### src/rtl/sprite_line_scheduler.sv
// Sprite line scheduler: clears one line-RAM bank, scans the sprite table for
// entries that cover the target row, then fetches each hit's 8 columns from
// the sprite ROM and writes the opaque pixels into the bank. The scheduler is
// the only writer of the line RAM.
module sprite_line_scheduler #(
  parameter int NUM_SPRITES  = 8,
  parameter int IDX_W        = 3,
  parameter int MAX_PER_LINE = 4
) (
  input  logic             i_Clk,
  input  logic             i_Rst_n,
  input  logic             line_start,
  input  logic [9:0]       tgt_row,
  input  logic             bank,
  input  logic             cfg_we,
  input  logic [IDX_W+1:0] cfg_addr,
  input  logic [11:0]      cfg_wdata,
  output logic [5:0]       rom_sprite,
  output logic [2:0]       rom_row,
  output logic [2:0]       rom_col,
  input  logic [1:0]       rom_pixel,
  output logic             lb_we,
  output logic [10:0]      lb_addr,
  output logic [1:0]       lb_wdata,
  output logic             busy,
  output logic             done,
  output logic             overflow,
  output logic             overrun
);

  localparam int HL_W  = (MAX_PER_LINE > 1) ? $clog2(MAX_PER_LINE) : 1;
  localparam int CNT_W = $clog2(MAX_PER_LINE + 1);

  typedef enum logic [2:0] {
    S_IDLE,
    S_CLEAR,
    S_SCAN,
    S_DRAW,
    S_DONE
  } state_t;

  state_t state, state_d;

  // Sprite table. Only x[8:1] is ever used (2x horizontal scale onto a
  // 256-pixel line), so only those bits of x are stored.
  logic [7:0] tbl_x8  [NUM_SPRITES];
  logic [9:0] tbl_y   [NUM_SPRITES];
  logic [5:0] tbl_num [NUM_SPRITES];
  logic       tbl_en  [NUM_SPRITES];

  // Hit list built during SCAN and consumed back-to-front during DRAW.
  logic [5:0] hl_num [MAX_PER_LINE];
  logic [2:0] hl_row [MAX_PER_LINE];
  logic [7:0] hl_x   [MAX_PER_LINE];
  logic [CNT_W-1:0] hl_cnt;
  logic [HL_W-1:0]  draw_idx;

  logic [7:0] cnt;
  logic [9:0] row_q;
  logic       bank_q;
  logic       overflow_q;

  logic [IDX_W-1:0] scan_idx;
  logic [IDX_W-1:0] cfg_idx;
  logic [1:0]       cfg_field;
  logic [9:0]       dy;
  logic             hit;
  logic             take;
  logic             scan_last;
  logic [CNT_W-1:0] cnt_after;
  logic [7:0]       draw_x;
  logic             unused_bits;

  assign cfg_idx   = cfg_addr[IDX_W+1:2];
  assign cfg_field = cfg_addr[1:0];

  // Hit test for the entry under scan; dy wraps mod 1024 so sprites near the
  // bottom of the frame also cover the first rows.
  assign scan_idx  = cnt[IDX_W-1:0];
  assign dy        = row_q - tbl_y[scan_idx];
  assign hit       = tbl_en[scan_idx] && (dy[9:4] == 6'd0);
  assign take      = hit && (hl_cnt < CNT_W'(MAX_PER_LINE));
  assign cnt_after = hl_cnt + CNT_W'(take);
  assign scan_last = (cnt == 8'(NUM_SPRITES - 1));
  assign draw_x    = hl_x[draw_idx] + (cnt - 8'd1);
  assign overflow  = overflow_q;

  assign unused_bits = ^{cfg_wdata[11:10], dy[0]};

  // State register.
  always_ff @(posedge i_Clk or negedge i_Rst_n) begin
    if (!i_Rst_n) state <= S_IDLE;
    else          state <= state_d;
  end

  // Next-state and output decode.
  always_comb begin
    // NOTE: every output gets a default first so no path leaves it unassigned
    // and no latch is inferred.
    state_d    = state;
    busy       = (state != S_IDLE);
    done       = 1'b0;
    overrun    = line_start && (state != S_IDLE);
    lb_we      = 1'b0;
    lb_addr    = '0;
    lb_wdata   = '0;
    rom_sprite = '0;
    rom_row    = '0;
    rom_col    = '0;
    unique case (state)
      S_IDLE: begin
        if (line_start) state_d = S_CLEAR;
      end
      S_CLEAR: begin
        lb_we   = 1'b1;
        lb_addr = {2'b00, bank_q, cnt};
        if (cnt == 8'd255) state_d = S_SCAN;
      end
      S_SCAN: begin
        if (scan_last) state_d = (cnt_after == '0) ? S_DONE : S_DRAW;
      end
      S_DRAW: begin
        rom_sprite = hl_num[draw_idx];
        rom_row    = hl_row[draw_idx];
        if (cnt != 8'd8) rom_col = cnt[2:0];
        // Pixel for column cnt-1 returns from the ROM this cycle.
        if (cnt != 8'd0) begin
          lb_we    = (rom_pixel != 2'b00);
          lb_addr  = {2'b00, bank_q, draw_x};
          lb_wdata = rom_pixel;
        end
        if (cnt == 8'd8 && draw_idx == '0) state_d = S_DONE;
      end
      S_DONE: begin
        done    = 1'b1;
        state_d = S_IDLE;
      end
      default: state_d = S_IDLE;
    endcase
  end

  // Sprite table: CPU writes land the cycle after cfg_we in any state.
  always_ff @(posedge i_Clk or negedge i_Rst_n) begin
    if (!i_Rst_n) begin
      for (int i = 0; i < NUM_SPRITES; i++) begin
        tbl_x8[i]  <= '0;
        tbl_y[i]   <= '0;
        tbl_num[i] <= '0;
        tbl_en[i]  <= 1'b0;
      end
    end else if (cfg_we) begin
      // NOTE: sequential state uses non-blocking assignments so every reader
      // in this cycle (including the scan) sees the pre-write value.
      unique case (cfg_field)
        2'd0: tbl_x8[cfg_idx] <= cfg_wdata[8:1];
        2'd1: tbl_y[cfg_idx]  <= cfg_wdata[9:0];
        2'd2: begin
          tbl_en[cfg_idx]  <= cfg_wdata[6];
          tbl_num[cfg_idx] <= cfg_wdata[5:0];
        end
        default: ;
      endcase
    end
  end

  // Sequencing counter, line latches, overflow flag and hit-list pointers.
  always_ff @(posedge i_Clk or negedge i_Rst_n) begin
    if (!i_Rst_n) begin
      cnt        <= '0;
      row_q      <= '0;
      bank_q     <= 1'b0;
      overflow_q <= 1'b0;
      hl_cnt     <= '0;
      draw_idx   <= '0;
    end else begin
      unique case (state)
        S_IDLE: begin
          cnt <= '0;
          if (line_start) begin
            row_q      <= tgt_row;
            bank_q     <= bank;
            overflow_q <= 1'b0;
            hl_cnt     <= '0;
          end
        end
        S_CLEAR: cnt <= cnt + 8'd1;
        S_SCAN: begin
          cnt <= scan_last ? 8'd0 : cnt + 8'd1;
          if (take)         hl_cnt     <= hl_cnt + CNT_W'(1);
          if (hit && !take) overflow_q <= 1'b1;
          // Drawing starts from the last hit so entry 0 is painted on top.
          if (scan_last)    draw_idx   <= HL_W'(cnt_after - CNT_W'(1));
        end
        S_DRAW: begin
          if (cnt == 8'd8) begin
            cnt <= '0;
            if (draw_idx != '0) draw_idx <= draw_idx - HL_W'(1);
          end else begin
            cnt <= cnt + 8'd1;
          end
        end
        default: cnt <= '0;
      endcase
    end
  end

  // Hit-list payload.
  always_ff @(posedge i_Clk) begin
    // NOTE: the payload is not reset; hl_cnt alone decides which slots are
    // valid, and it is reset.
    if (state == S_SCAN && take) begin
      hl_num[hl_cnt[HL_W-1:0]] <= tbl_num[scan_idx];
      hl_row[hl_cnt[HL_W-1:0]] <= dy[3:1];
      hl_x[hl_cnt[HL_W-1:0]]   <= tbl_x8[scan_idx];
    end
  end

endmodule

### config.mk
export PLATFORM = sky130hd
export DESIGN_NAME = sprite_line_scheduler
export DESIGN_NICKNAME = d
export VERILOG_FILES = /design/src/rtl/sprite_line_scheduler.sv
export SDC_FILE = /design/constraint.sdc
export NUM_CORES = 1
export LEC_CHECK = 0
export ABC_AREA = 1
export CORE_UTILIZATION = 45
export DETAILED_ROUTE_END_ITERATION = 7
export GPL_TIMING_DRIVEN = 0
export PLACE_DENSITY = 0.69
export RECOVER_POWER = 100
export SLEW_MARGIN = 10
export SYNTH_ARGS = -nofsm -noshare
export SYNTH_HDL_FRONTEND = slang
export SYNTH_SLANG_ARGS = --single-unit
export TNS_END_PERCENT = 20
### constraint.sdc
create_clock -name i_Clk -period 9.55 [get_ports i_Clk]
set_input_delay 0.955 -clock i_Clk [delete_from_list [all_inputs] [get_ports i_Clk]]
set_output_delay 0.955 -clock i_Clk [all_outputs]
set_load 0.05 [all_outputs]
==> impl_results.md <==
- Outcome: finished, violations left
- Violated checks: max-capacitance violations, max-slew violations
- Ranking of synthesized cells by area: dfrtp_1 (41%), edfxtp_1 (15%), o21ai_0 (12%)
- Via count: 11752
- Async set-reset flop share out of synthesis: ~77%
- Mapped Avg Cell Area: a little under 9 µm²
- Num CTS Buffers: 34
- R2R setup slack: 3230 ps
- Cts hold-fix bufs: 0
- CTS tree: built
- GRT Overall Usage: between 20% and 30%
- CP required: approximately 8600 ps
- CTS H-tree depth: 2
- Number of cell rows: 63
- Pre-CTS WS: roughly 4100 ps
- Die W: between 150 and 200 µm
- Largest net degree at the start of global routing: 85
- YS warnings: 0
- Sequential share of the synthesized area: 56.1%
- Syn Std Cell Area: between 0.01 and 0.015 mm²
- RR Endpoint: hl_x[1][3]
- Max-Slew Margin vs Limit: -192%
- Worst setup margin: between 2000 and 3000 ps
- ANT nets after route: 0
- Reg2reg path depth: 18
- Power density cells: 325 mW/mm²
- CP startpoint kind: flop
- Post-CTS Setup Bufs: 0
- Fin. Hold Viols: 0
- Reg2reg start: cnt[0]
- Post-Syn Instances: around 1600
- Synth Register Bits: a little under 300
- Clock sink total: between 200 and 300
- DP HPWL: 27.4 mm
- Largest vdd supply drop: approximately 130 µV
- Die Ht: ~180 µm
- Worst Hold Class: flop to flop
- Critical Path Sink Type: output port
- Critical Path Start: cnt[0]
- Drt pass-1 iters: 5
- Post-synth top cells: o21ai_0 (337), nand2_1 (329), dfrtp_1 (228)
- RSZ-0062 raised after global routing: false
- CP arrival: 5780 ps
- Worst-path clk slew: approximately 60 ps
- # setup viols final: 0
- Worst Hold End: overflow
- Final Slew Violations: a little under 80
- Clk buf depth: 3
- GRT overflow: 0
- Period minus WS final: roughly 6700 ps
- Min-delay src: overflow
- Vias in the first global route: about 11000
- Total die area: about 0.031 mm²
- Total of max-cap violations: 1
- P_leak: 7.10 nW
- Area delta synth->final: 16.3%
- Share of cells above drive strength 1: approximately 4.2%
- Clk_skew: ~17 ps
- Initial Utilization: a little under half
- Clock latency at the later pin of the worst-skew pair: about 510 ps
- Post-Layout Cell Count: about 2100
- Drt drc: 0
- Hold path depth: 2
- Worst Path Max Fanout: 11
- Wirelength per Cell: roughly 19 µm
- WL final: 39.0 mm
- Nets: between 1500 and 2000
- IO Port Bufs: 59
- Max Freq: roughly 150 MHz
- Share of the synthesized area in the top cell type: around two fifths
- Synth cell types: 41
- DRC violation total after the first TritonRoute iteration: around 1200
- Synth Flop Type: dfrtp_1
- Via density: 5.59
- Synth area leader: dfrtp_1
- Slew @ Worst Pin: ~4400 ps
- CTS resizes: 0
- Placed insts: roughly 2000
- Pwr Total: about 5.2 mW
- Part of the cycle the worst path needs: roughly 71%
- Core Area: roughly 0.03 mm²
- First-pass GRT wire length: 62.1 mm
- Top-count cell post-synth: o21ai_0
- Setup Crit Path Kind: flop to output port
- Clk root buf: clkbuf_16
- Io pins: 64
- Routability congestion estimate: around 0.91
- Antenna violations before repair: 1
- Post-synth EDFFs: between 60 and 70
-- worst max-delay path by stage --
stage and end:
2_1_floorplan lb_addr[5], 3_5_place_dp lb_addr[7], 3_3_place_gp bank_q, 5_1_grt lb_addr[7], 6_report lb_addr[7], 4_1_cts lb_addr[7]
-- layout make-up --
class	count	area, µm²
Antenna cell	1	2.50
Inverter	89	334
Multi-Input combinational cell	1099	5280
Tap cell	390	488
Clock buffer	53	1080
Buffer	101	404
Clock inverter	8	67.6
Timing Repair Buffer	64	651
Sequential cell	296	7750
Fill cell	2711	13800
-- registers in the layout, indices dropped and copies added, names as in the netlist --
signal,cells
hl_x,32
tbl_y,80
state,3
hl_row,12
row_q,10
tbl_num,48
cnt,8
draw_idx,2
overflow,1
tbl_x8,64
hl_num,24
tbl_en,8
hl_cnt,3
bank_q,1
-- power breakdown --
group	switching [mW]	internal, mW	leakage (nW)
combinational	1.50	0.693	2.95
clock	0.515	0.802	0.568
sequential	0.118	1.59	3.57
-- kinds of logic (layout without fill, tap and decap cells) --
| kind of cell | Yosys count | in the layout | synth area share (%) |
|---|---|---|---|
| fa+ha+maj | 31 | 31 | 2.92 |
| simple gates | 614 | 614 | 17.6 |
| buf+inv | 190 | 315 | 5.49 |
| other cells | 1 | 3 | 0.0272 |
| flops | 296 | 296 | 56.1 |
| compound gates | 441 | 441 | 17.1 |
| xor+xnor | 11 | 11 | 0.698 |
-- routing by layer --
metal / wire, µm / GRT usage, %
met1: 17000 / 34.9
met2: 18100 / 41.1
met3: 2860 / 4.51
met4: 1120 / 9.34
met5: 0 / 0
-- layout by cell type, fill, tap and decap left out, drive strengths merged, types with 2 or more instances in the layout --
master         count
a211oi             2
a21o               4
a21oi             27
a31oi             16
a32o               7
buf                8
clkbuf           152
clkdlybuf4s50     27
clkinv             8
conb               2
dfrtp            228
dlygate4sd3       31
edfxtp            68
fa                 2
ha                29
inv               88
nand2            329
nand3             25
nand4              5
nor2             231
nor3              17
nor3b              3
nor4               2
o211ai             4
o21ai            343
o221ai             7
o22ai             28
xnor2              4
xor2               7
-- per-stage QoR --
stage	instance area (µm²)	utilization [%]	setup TNS, ps	hold WS [ps]
floorplan	13800	-	0	442
global placement	14900	49.8	-514300	460
detailed placement	15000	50.2	0	468
CTS	16100	54.0	0	446
global route	16000	53.7	0	492
finish	16100	53.7	0	475
-- critical path, stage by stage, from the launching register on --
cell	delay, ps
dfrtp_1	430
inv_1	150
clkbuf_1	440
clkbuf_1	460
clkbuf_1	470
clkbuf_1	680
ha_1	260
inv_1	40
ha_1	200
fa_1	420
a21oi_1	170
nor2_1	70
nor2_1	90
nor2_1	60
nor2_1	80
nor2_1	40
nor2_1	130
o21ai_0	100
o21ai_0	70
dlygate4sd3_1	890
(Power assumes the default switching activity.)
